===== src/rtl/dac_channel_scheduler_pkg.sv =====
`timescale 1ns/1ps
`default_nettype none
// ============================================================================
// spgd_dac_pkg : shared FSM state type and channel-address width helper for
//                the DAC channel scheduler.
// Revision     : 1.0
// ============================================================================
package spgd_dac_pkg;

  typedef enum logic [2:0] {
    ST_IDLE  = 3'd0,
    ST_ISSUE = 3'd1,
    ST_WAIT  = 3'd2,
    ST_WRITE = 3'd3,
    ST_FIN   = 3'd4
  } state_e;

  function automatic int ch_width(input int num_ch);
    return (num_ch <= 1) ? 1 : $clog2(num_ch);
  endfunction

endpackage
`default_nettype wire


===== src/rtl/dac_channel_scheduler_if.sv =====
`timescale 1ns/1ps
`default_nettype none
// ============================================================================
// dac_channel_scheduler_if : converter operand/result and DAC write port.
// Revision                 : 1.0
// ============================================================================
interface dac_channel_scheduler_if #(
  parameter int FP_WIDTH  = 64,
  parameter int DAC_WIDTH = 14,
  parameter int CH_W      = 3
);
  logic [FP_WIDTH-1:0]  conv_in;
  logic [DAC_WIDTH-1:0] conv_out;
  logic [DAC_WIDTH-1:0] dac_data;
  logic [CH_W-1:0]      dac_addr;
  logic                 dac_wr;
  logic                 dac_ack;

  modport master (
    output conv_in, dac_data, dac_addr, dac_wr,
    input  conv_out, dac_ack
  );

  modport slave (
    input  conv_in, dac_data, dac_addr, dac_wr,
    output conv_out, dac_ack
  );
endinterface
`default_nettype wire


===== src/rtl/dac_channel_scheduler_shadow_bank.sv =====
`timescale 1ns/1ps
`default_nettype none
// ============================================================================
// dac_shadow_bank : last-written code and valid bit per channel, with compare.
// Revision        : 1.0
// ============================================================================
module dac_shadow_bank #(
  parameter int DAC_WIDTH = 14,
  parameter int NUM_CH    = 8,
  parameter int CH_W      = 3
) (
  input  logic                 clk,
  input  logic                 rst,
  input  logic [CH_W-1:0]      rd_ch_i,
  input  logic [DAC_WIDTH-1:0] code_i,
  output logic                 match_o,
  input  logic                 wr_en_i,
  input  logic [CH_W-1:0]      wr_ch_i,
  input  logic [DAC_WIDTH-1:0] wr_code_i
);
  logic [DAC_WIDTH-1:0] shadow_q [NUM_CH];
  logic [NUM_CH-1:0]    valid_q;

  always_ff @(posedge clk or posedge rst) begin
    if (rst) begin
      valid_q <= '0;
    end else if (wr_en_i) begin
      valid_q[wr_ch_i] <= 1'b1;
    end
  end

  // Code storage needs no reset: it is only trusted once its valid bit is set.
  always_ff @(posedge clk) begin
    if (wr_en_i) begin
      shadow_q[wr_ch_i] <= wr_code_i;
    end
  end

  assign match_o = valid_q[rd_ch_i] && (shadow_q[rd_ch_i] == code_i);
endmodule
`default_nettype wire


===== src/rtl/dac_channel_scheduler.sv =====
`timescale 1ns/1ps
`default_nettype none
// ============================================================================
// dac_channel_scheduler : snapshots NUM_CH channel values, runs each through a
//   shared converter and writes the code to the DAC via wr/ack handshake.
//   Optional macro SKIP_UNCHANGED_EN suppresses writes of unchanged codes.
// Revision : 1.0
// ============================================================================
module dac_channel_scheduler
  import spgd_dac_pkg::*;
#(
  parameter int FP_WIDTH     = 64,
  parameter int DAC_WIDTH    = 14,
  parameter int NUM_CH       = 8,
  parameter int CONV_LATENCY = 1
) (
  input  logic                       clk,
  input  logic                       rst,
  input  logic                       start,
  input  logic [NUM_CH*FP_WIDTH-1:0] fp_vec,
  dac_channel_scheduler_if.master    bus,
  output logic                       busy,
  output logic                       done
);
  localparam int CH_W  = ch_width(NUM_CH);
  localparam int LAT_W = (CONV_LATENCY < 2) ? 1 : $clog2(CONV_LATENCY + 1);
  localparam logic [CH_W-1:0] LAST_CH = CH_W'(NUM_CH - 1);

  state_e                     state_q, state_d;
  logic [NUM_CH*FP_WIDTH-1:0] bank_q, bank_d;
  logic [CH_W-1:0]            ch_q, ch_d, ch_nxt;
  logic [LAT_W-1:0]           lat_q, lat_d;
  logic [FP_WIDTH-1:0]        conv_in_q, conv_in_d;
  logic [DAC_WIDTH-1:0]       data_q, data_d;
  logic [CH_W-1:0]            addr_q, addr_d;
  logic                       wr_q, wr_d;
  logic                       busy_q, busy_d;
  logic                       done_q, done_d;
  logic                       enter_write;
  logic                       xfer;
  logic                       skip;

  assign ch_nxt = ch_q + CH_W'(1);
  assign xfer   = wr_q & bus.dac_ack;

`ifdef SKIP_UNCHANGED_EN
  dac_shadow_bank #(
    .DAC_WIDTH (DAC_WIDTH),
    .NUM_CH    (NUM_CH),
    .CH_W      (CH_W)
  ) u_shadow (
    .clk       (clk),
    .rst       (rst),
    .rd_ch_i   (ch_q),
    .code_i    (bus.conv_out),
    .match_o   (skip),
    .wr_en_i   (xfer),
    .wr_ch_i   (addr_q),
    .wr_code_i (data_q)
  );
`else
  assign skip = 1'b0;
`endif

  // The operand is loaded on entry to ISSUE so the converter sees it for the
  // whole ISSUE cycle; this keeps a combinational converter at 2 cycles/ch.
  always_comb begin
    state_d     = state_q;
    bank_d      = bank_q;
    ch_d        = ch_q;
    lat_d       = lat_q;
    conv_in_d   = conv_in_q;
    data_d      = data_q;
    addr_d      = addr_q;
    wr_d        = wr_q;
    busy_d      = busy_q;
    done_d      = 1'b0;
    enter_write = 1'b0;

    case (state_q)
      ST_IDLE: begin
        if (start) begin
          bank_d    = fp_vec;
          ch_d      = '0;
          conv_in_d = fp_vec[FP_WIDTH-1:0];
          busy_d    = 1'b1;
          state_d   = ST_ISSUE;
        end
      end
      ST_ISSUE: begin
        lat_d = LAT_W'(CONV_LATENCY);
        if (CONV_LATENCY == 0) begin
          enter_write = 1'b1;
        end else begin
          state_d = ST_WAIT;
        end
      end
      ST_WAIT: begin
        if (lat_q == LAT_W'(1)) begin
          enter_write = 1'b1;
        end else begin
          lat_d = lat_q - LAT_W'(1);
        end
      end
      ST_WRITE: begin
        // A suppressed write leaves wr low, so the channel retires at once.
        if (!wr_q || xfer) begin
          wr_d = 1'b0;
          if (ch_q == LAST_CH) begin
            busy_d  = 1'b0;
            done_d  = 1'b1;
            state_d = ST_FIN;
          end else begin
            ch_d      = ch_nxt;
            conv_in_d = bank_q[int'(ch_nxt)*FP_WIDTH +: FP_WIDTH];
            state_d   = ST_ISSUE;
          end
        end
      end
      ST_FIN: begin
        state_d = ST_IDLE;
      end
      default: begin
        state_d = ST_IDLE;
      end
    endcase

    if (enter_write) begin
      data_d  = bus.conv_out;
      addr_d  = ch_q;
      wr_d    = ~skip;
      state_d = ST_WRITE;
    end
  end

  always_ff @(posedge clk or posedge rst) begin
    if (rst) begin
      state_q   <= ST_IDLE;
      bank_q    <= '0;
      ch_q      <= '0;
      lat_q     <= '0;
      conv_in_q <= '0;
      data_q    <= '0;
      addr_q    <= '0;
      wr_q      <= 1'b0;
      busy_q    <= 1'b0;
      done_q    <= 1'b0;
    end else begin
      state_q   <= state_d;
      bank_q    <= bank_d;
      ch_q      <= ch_d;
      lat_q     <= lat_d;
      conv_in_q <= conv_in_d;
      data_q    <= data_d;
      addr_q    <= addr_d;
      wr_q      <= wr_d;
      busy_q    <= busy_d;
      done_q    <= done_d;
    end
  end

  assign bus.conv_in  = conv_in_q;
  assign bus.dac_data = data_q;
  assign bus.dac_addr = addr_q;
  assign bus.dac_wr   = wr_q;
  assign busy         = busy_q;
  assign done         = done_q;
endmodule
`default_nettype wire


===== src/flat_wrapper.sv =====
// flat-port wrapper written by rule: the top's interface ports become plain ports
module dac_channel_scheduler_flat import spgd_dac_pkg::*;
#(
  parameter int FP_WIDTH     = 64,
  parameter int DAC_WIDTH    = 14,
  parameter int NUM_CH       = 8,
  parameter int CONV_LATENCY = 1
)
  (clk, rst, start, fp_vec, busy, done, bus_conv_in, bus_dac_data, bus_dac_addr, bus_dac_wr, bus_conv_out, bus_dac_ack);
  dac_channel_scheduler_if #(.FP_WIDTH(FP_WIDTH), .DAC_WIDTH(DAC_WIDTH), .CH_W((ch_width((8))))) bus_i ();
  input  logic clk;
  input  logic rst;
  input  logic start;
  input  logic [NUM_CH*FP_WIDTH-1:0] fp_vec;
  output logic busy;
  output logic done;
  output wire logic [$bits(bus_i.conv_in)-1:0] bus_conv_in;
  output wire logic [$bits(bus_i.dac_data)-1:0] bus_dac_data;
  output wire logic [$bits(bus_i.dac_addr)-1:0] bus_dac_addr;
  output wire logic [$bits(bus_i.dac_wr)-1:0] bus_dac_wr;
  input wire logic [$bits(bus_i.conv_out)-1:0] bus_conv_out;
  input wire logic [$bits(bus_i.dac_ack)-1:0] bus_dac_ack;
  assign bus_conv_in = bus_i.conv_in;
  assign bus_dac_data = bus_i.dac_data;
  assign bus_dac_addr = bus_i.dac_addr;
  assign bus_dac_wr = bus_i.dac_wr;
  assign bus_i.conv_out = bus_conv_out;
  assign bus_i.dac_ack = bus_dac_ack;
  dac_channel_scheduler #(.FP_WIDTH(FP_WIDTH), .DAC_WIDTH(DAC_WIDTH), .NUM_CH(NUM_CH), .CONV_LATENCY(CONV_LATENCY)) u_core (.clk(clk), .rst(rst), .start(start), .fp_vec(fp_vec), .bus(bus_i), .busy(busy), .done(done));
endmodule

===== config.mk =====
export PLATFORM = sky130hd
export DESIGN_NAME = dac_channel_scheduler_flat
export DESIGN_NICKNAME = d
export VERILOG_FILES = /design/src/rtl/dac_channel_scheduler_pkg.sv /design/src/rtl/dac_channel_scheduler_if.sv /design/src/rtl/dac_channel_scheduler_shadow_bank.sv /design/src/rtl/dac_channel_scheduler.sv /design/src/flat_wrapper.sv
export SDC_FILE = /design/constraint.sdc
export NUM_CORES = 1
export LEC_CHECK = 0
export CORE_AREA = 2 2 238 240
export DETAILED_ROUTE_END_ITERATION = 7
export DIE_AREA = 0 0 240 242
export PLACE_DENSITY = 0.77
export SKIP_LAST_GASP = 1
export SLEW_MARGIN = 20
export SYNTH_ARGS = -nofsm -noshare
export SYNTH_HDL_FRONTEND = slang
export SYNTH_SLANG_ARGS = --single-unit
export TNS_END_PERCENT = 1

===== constraint.sdc =====
create_clock -name clk -period 33.3 [get_ports clk]
set_clock_uncertainty 0.15 [all_clocks]
set_input_delay 4.995 -clock clk [delete_from_list [all_inputs] [get_ports clk]]
set_output_delay 4.995 -clock clk [all_outputs]
set_load 0.01 [all_outputs]

==> impl_metrics.env, run 1 <==
export IMPL_nFillCells=4530
export IMPL_wire_per_inst_um=20.5
export IMPL_finalPower_mw=3.33
export IMPL_slew_headroom_pct=17.5
export IMPL_synth_edf_count=0
export IMPL_ios=614
export IMPL_cap_viol_max_count=0
export IMPL_dpl_cell_count=3971
export IMPL_synth_most_common_cell="nand2_1"
export IMPL_finalHoldViolations=0
export IMPL_clkPwrFrac_pct=21.3
export IMPL_dpl_worst_slack_ns=24.30
export IMPL_fmax_ghz=0.121
export IMPL_cts_tree="built"
export IMPL_cts_sinks=603
export IMPL_ir_worst_vdd_v=0.0000519
export IMPL_gr_usage_met3_pct=6.35
export IMPL_worstSetupPathType="primary input to asynchronous set/reset pin"
export IMPL_grt_setup_unrepaired="false"
export IMPL_antenna_found_initial=41
export IMPL_synth_top_flop_cell="dfrtp_1"
export IMPL_syn_nets=3292
export IMPL_fin_crit_ns=8.29
export IMPL_ys_warn_count=0
export IMPL_initial_core_util_pct=48.1
export IMPL_synth_common_cells="nand2_1 (1,546), dfrtp_1 (603), a21oi_1 (129)"
export IMPL_syn_inst=2760
export IMPL_ys_ff_latch=603
export IMPL_busiest_layer="met2"
export IMPL_cts_resized=0
export IMPL_grt_met2_usage_pct=42.5
export IMPL_swShare_pct=37.2
export IMPL_grt_overflow_total=0
export IMPL_clkTransAtPathRegs_ns=0.06
export IMPL_fin_cells=4117
export IMPL_p_leak_nw=16.8
export IMPL_status="finished, final reports clean"
export IMPL_die_area_sq_um=58100
export IMPL_pwr_share_seq_pct=37.6
export IMPL_grt_use_total_pct=29.0
export IMPL_synth_area_sq_um=26800
export IMPL_vias=21900
export IMPL_yosysTopAreaCellShare_pct=56.3
export IMPL_cts_root_buf="clkbuf_16"
export IMPL_postRouteWirelength_mm=84.3
export IMPL_die_y_um=242
export IMPL_synth_seq_area_share_pct=56.3
export IMPL_final_layout_size_suffix_gt1_share_pct=8.47
export IMPL_p_int_mw=2.10
export IMPL_numPortBuffers=613
export IMPL_async_reset_ff_share_pct=100
export IMPL_drcViolationCount=0
export IMPL_drt_pre_antenna_iters=5
export IMPL_crit_arrival_ns=8.75
export IMPL_cts_hold_buffers=0
export IMPL_final_nets=3810
export IMPL_hpwlAfterDp_mm=57.0
export IMPL_p_sw_mw=1.24
export IMPL_avgSynthCellArea_sq_um=9.72
export IMPL_synth_area_leaders="dfrtp_1 (56%), nand2_1 (22%), mux4_2 (11%), a21oi_1 (2.4%), buf_6 (2.4%)"
export IMPL_fin_tns_setup_ns=0
export IMPL_core_sq_um=55700
export IMPL_power_density_nw_per_um2=95.0
export IMPL_grt_max_degree=234
export IMPL_clk_latency_ns=0.61
export IMPL_cts_buffer_depth=3
export IMPL_grtUsageMet1_pct=41.5
export IMPL_antenna_left=0
export IMPL_place_congestion=0.899
export IMPL_post_cts_buffers=0
export IMPL_synth_cell_types=33
export IMPL_endpoint_kind="asynchronous set/reset pin"
export IMPL_htree_levels=2
export IMPL_synthToLayoutAreaGrowth_pct=30.9
export IMPL_grt_pass1_vias=21700
export IMPL_fp_dieW_um=240
export IMPL_finalCritPeriodShare_pct=24.9
export IMPL_dr_first_iter_drc_count=2164
export IMPL_setup_violations_final=0
export IMPL_tightestPinTransition_ns=1.24
export IMPL_synth_top_cell_by_area="dfrtp_1"
export IMPL_crit_fanout=164
export IMPL_rows=87
export IMPL_cts_made_buffers=60
export IMPL_hp_class="register to register"
export IMPL_crit_required_ns=33.75
export IMPL_start_kind="primary input"
export IMPL_finalMaxSlewViolations=0
export IMPL_via_per_inst=5.31
export IMPL_p_comb_share_pct=41.2
export IMPL_grt_pass1_wl_mm=128
export IMPL_setup_slack_ns=25.01
-- power groups by stage --
stage                     Clock, mW  Combinational (mW)  Sequential, mW
after global routing          0.750                1.50            1.29
after global placement            0                1.33            1.24
after floorplan                   0               0.892            1.22
final                         0.709                1.37            1.25
after CTS                     0.718                1.37            1.25
after detailed placement          0                1.36            1.26
-- sequential cells by signal, summed over array words and instances (netlist names) --
signal	count
u_core.bus.dac_wr	1
u_core.state_q	3
u_core.done	1
u_core.bank_q	512
u_core.bus.conv_in	64
u_core.lat_q	1
u_core.bus.dac_addr	3
u_core.bus.dac_data	14
u_core.ch_q	3
u_core.busy	1
-- cell families after synthesis --
kind of cell	count (synthesis)	synth area share (%)
muxes	145	11.5
DFF	603	56.3
xor gates and xnor gates	1	0.0327
buffers and inverters	183	4.73
AOI/OAI and AO/OA	201	4.42
and+or+nand+nor	1625	23.0
adders and majority gates	2	0.0933
-- layer usage --
| layer | vias up | wire length [um] |
|---|---|---|
| li1 | 9971 | - |
| met1 | 10800 | 35500 |
| met2 | 893 | 38200 |
| met3 | 197 | 6860 |
| met4 | 12 | 3580 |
| met5 | - | 74 |
-- final timing paths --
check	from	endpoint	slack, ns	cells past startpoint
min reg2reg	u_core.bank_q[317]$_DFFE_PP0P_	u_core.bank_q[317]$_DFFE_PP0P_	0.32	2
min in group asynchronous	rst	u_core.bank_q[100]$_DFFE_PP0P_	4.75	2
min	u_core.bank_q[317]$_DFFE_PP0P_	u_core.bank_q[317]$_DFFE_PP0P_	0.32	2
max reg2reg	u_core.ch_q[0]$_DFFE_PP0P_	u_core.bus.conv_in[27]$_DFFE_PP0P_	29.25	6
max in group clk	start	u_core.bank_q[502]$_DFFE_PP0P_	25.30	6
max	rst	u_core.bank_q[9]$_DFFE_PP0P_	25.01	5
-- final cells by class --
class	instances	area (sq um)	share of cell area [%]
Sequential cell	603	15100	43.0
Antenna cell	32	80.1	0.228
Clock buffer	92	1830	5.22
Timing Repair Buffer	637	6380	18.2
Multi-Input combinational cell	1974	10500	29.9
Clock inverter	21	254	0.723
Tap cell	756	946	2.69
Inverter	2	15.0	0.0428
-- critical path, stage by stage --
cell and delay (ns):
clkdlybuf4s50_1 0.49, inv_8 0.52, buf_12 0.62, buf_4 0.83
buf_4 0.85
-- cells in the final DEF, fill, tap and decap left out, drive strengths merged, types with 8 or more instances in the layout --
cell              n
clkinv            8
dfrtp           603
buf              24
a22oi            64
nor2             66
clkbuf           92
nand2          1546
clkdlybuf4s50   613
diode            32
mux4            128
mux2             17
a21oi           129
-- stage by stage --
step | utilization (%) | hold slack [ns] | area, sq um
floorplan | - | 0.289 | 26800
global placement | 59.1 | 0.302 | 32900
detailed placement | 59.1 | 0.306 | 32900
CTS | 62.8 | 0.322 | 35000
global route | 63.0 | 0.336 | 35100
finish | 63.0 | 0.319 | 35100
Note: power is estimated with default switching activity, not from simulation.
==> run 2, diff against run 1 <==
CORE_AREA = default   (was 2 2 238 240)
CORE_UTILIZATION = 46   (was default)
DIE_AREA = default   (was 0 0 240 242)
clock period = 7 ns   (was 33.3 ns; I/O delays follow)
==> run 2 against run 1 <==
Net effect: sequential share of layout area rose by 0.060 points; worst setup slack worse by 21 ns; first-iteration DRC count down 4.8%; die area grew 2.1%; register-to-register slack got worse by 26 ns; wire length is 2.0% higher; critical path type is now register to register; largest cell class unchanged.
==> impl_metrics.env, run 2 (same netlist as run 1, synthesis figures left out) <==
export IMPL_status="finished, final reports clean"
export IMPL_drcViolationCount=0
export IMPL_vias=22000
export IMPL_final_util_pct=60.8
export IMPL_post_cts_buffers=0
export IMPL_crit_fanout=39
export IMPL_htree_levels=2
export IMPL_drt_pre_antenna_iters=5
export IMPL_place_congestion=0.873
export IMPL_slew_headroom_pct=24.4
export IMPL_finalHoldViolations=0
export IMPL_grt_overflow_total=0
export IMPL_worstSetupPathType="register to register"
export IMPL_wire_per_inst_um=20.9
export IMPL_die_area_sq_um=59300
export IMPL_grt_use_total_pct=28.9
export IMPL_via_per_inst=5.33
export IMPL_grt_pass1_wl_mm=129
export IMPL_initial_core_util_pct=46.5
export IMPL_nFillCells=4788
export IMPL_tightestPinTransition_ns=1.13
export IMPL_p_leak_nw=16.8
export IMPL_crit_required_ns=7.33
export IMPL_largest_reg_flops=512
export IMPL_cts_hold_buffers=0
export IMPL_finalMaxSlewViolations=0
export IMPL_cts_root_buf="clkbuf_16"
export IMPL_die_y_um=243
export IMPL_place_area_sq_um=33000
export IMPL_pwr_share_seq_pct=38.0
export IMPL_ir_worst_vdd_v=0.000438
export IMPL_clk_latency_ns=0.62
export IMPL_cts_tree="built"
export IMPL_endpoint_kind="register"
export IMPL_p_sw_mw=5.97
export IMPL_clkPwrFrac_pct=20.8
export IMPL_grt_pass1_vias=21500
export IMPL_fin_crit_ns=3.45
export IMPL_fin_cells=4119
export IMPL_crit_arrival_ns=3.78
export IMPL_ios=614
export IMPL_cts_buffer_depth=3
export IMPL_p_int_mw=9.90
export IMPL_cts_made_buffers=61
export IMPL_final_common_cell="nand2_1"
export IMPL_hpwlAfterDp_mm=57.8
export IMPL_grt_setup_unrepaired="false"
export IMPL_numPortBuffers=613
export IMPL_antenna_found_initial=38
export IMPL_core_sq_um=57700
export IMPL_start_kind="register"
export IMPL_antenna_left=0
export IMPL_final_cell_mix="nand2_1 (1,546), clkdlybuf4s50_1 (613), dfrtp_1 (602), a21oi_1 (129), mux4_2 (128)"
export IMPL_fmax_ghz=0.290
export IMPL_dpl_cell_count=3982
export IMPL_fin_area_sq_um=35100
export IMPL_hp_class="register to register"
export IMPL_final_layout_size_suffix_gt1_share_pct=8.30
export IMPL_clkTransAtPathRegs_ns=0.06
export IMPL_dpl_worst_slack_ns=2.97
export IMPL_cts_sinks=603
export IMPL_setup_violations_final=0
export IMPL_dr_first_iter_drc_count=2060
export IMPL_final_nets=3812
export IMPL_p_comb_share_pct=41.2
export IMPL_finalCritPeriodShare_pct=49.2
export IMPL_rows=88
export IMPL_largest_register="u_core.bank_q"
export IMPL_cap_viol_max_count=0
export IMPL_timing_hold_ws_ns=0.319
export IMPL_swShare_pct=37.6
export IMPL_grt_max_degree=211
export IMPL_cts_resized=0
export IMPL_fp_dieW_um=243
export IMPL_synthToLayoutAreaGrowth_pct=30.7
export IMPL_setup_slack_ns=3.55
export IMPL_power_density_nw_per_um2=452
export IMPL_postRouteWirelength_mm=86.0
run 2: cell count changes in the layout (fill, tap and decap cells not counted), moves of 2 or more:
cell,before,now
buf_12,3,7
clkbuf_8,19,16
clkinvlp_4,5,2
buf_6,2,0
bufinv_16,5,3
clkbuf_16,61,63
diode_2,32,30
run 2: final cells by class:
class	instances	area (sq um)	share of cell area (%)
inverter	2	11.3	0.0321
sequential	603	15100	43.0
tap	765	957	2.73
timing repair buffer	638	6410	18.3
multi-input combinational	1974	10500	30.0
antenna	30	75.1	0.214
clock buffer	92	1850	5.26
clock inverter	15	160	0.457
run 2: worst paths after layout:
path | from | to | slack [ns] | cells after the start
hold reg to reg | u_core.bank_q[295]$_DFFE_PP0P_ | u_core.bank_q[295]$_DFFE_PP0P_ | 0.32 | 2
setup reg to reg | u_core.ch_q[0]$_DFFE_PP0P_ | u_core.bus.conv_in[29]$_DFFE_PP0P_ | 3.55 | 5
setup / recovery | u_core.ch_q[0]$_DFFE_PP0P_ | u_core.bus.conv_in[29]$_DFFE_PP0P_ | 3.55 | 5
min in group asynchronous | rst | u_core.bank_q[100]$_DFFE_PP0P_ | 0.85 | 2
max in group asynchronous | rst | u_core.bank_q[390]$_DFFE_PP0P_ | 4.38 | 3
hold / removal | u_core.bank_q[295]$_DFFE_PP0P_ | u_core.bank_q[295]$_DFFE_PP0P_ | 0.32 | 2
run 2: metal layers:
| metal | up-vias | routed length (um) | track usage, % |
|---|---|---|---|
| li1 | 9980 | - | - |
| met1 | 10800 | 36500 | 41.3 |
| met2 | 951 | 38800 | 41.8 |
| met3 | 210 | 6940 | 5.98 |
| met4 | 12 | 3660 | 14.4 |
| met5 | - | 81 | 0 |
run 2: worst max-delay path, stage by stage, from the launching register on:
cell,delay (ns)
dfrtp_4,0.83
buf_4,0.64
buf_4,0.68
mux4_2,0.50
a21oi_1,0.31
a21oi_1,0.11
run 2: metrics by stage:
step | power, mW | TNS (ns)
floorplan | 10.1 | -1462.39
global placement | 12.3 | 0
detailed placement | 12.5 | 0
CTS | 15.9 | 0
global route | 16.8 | 0
finish | 15.9 | 0
run 2: power by group through the flow:
stage          clock network (mW)  registers, mW  logic [mW]
6_report                     3.30           6.04        6.53
3_3_place_gp                    0           5.98        6.35
3_5_place_dp                    0           6.04        6.48
5_1_grt                      3.50           6.19        7.10
4_1_cts                      3.37           6.01        6.53
2_1_floorplan                   0           5.83        4.24
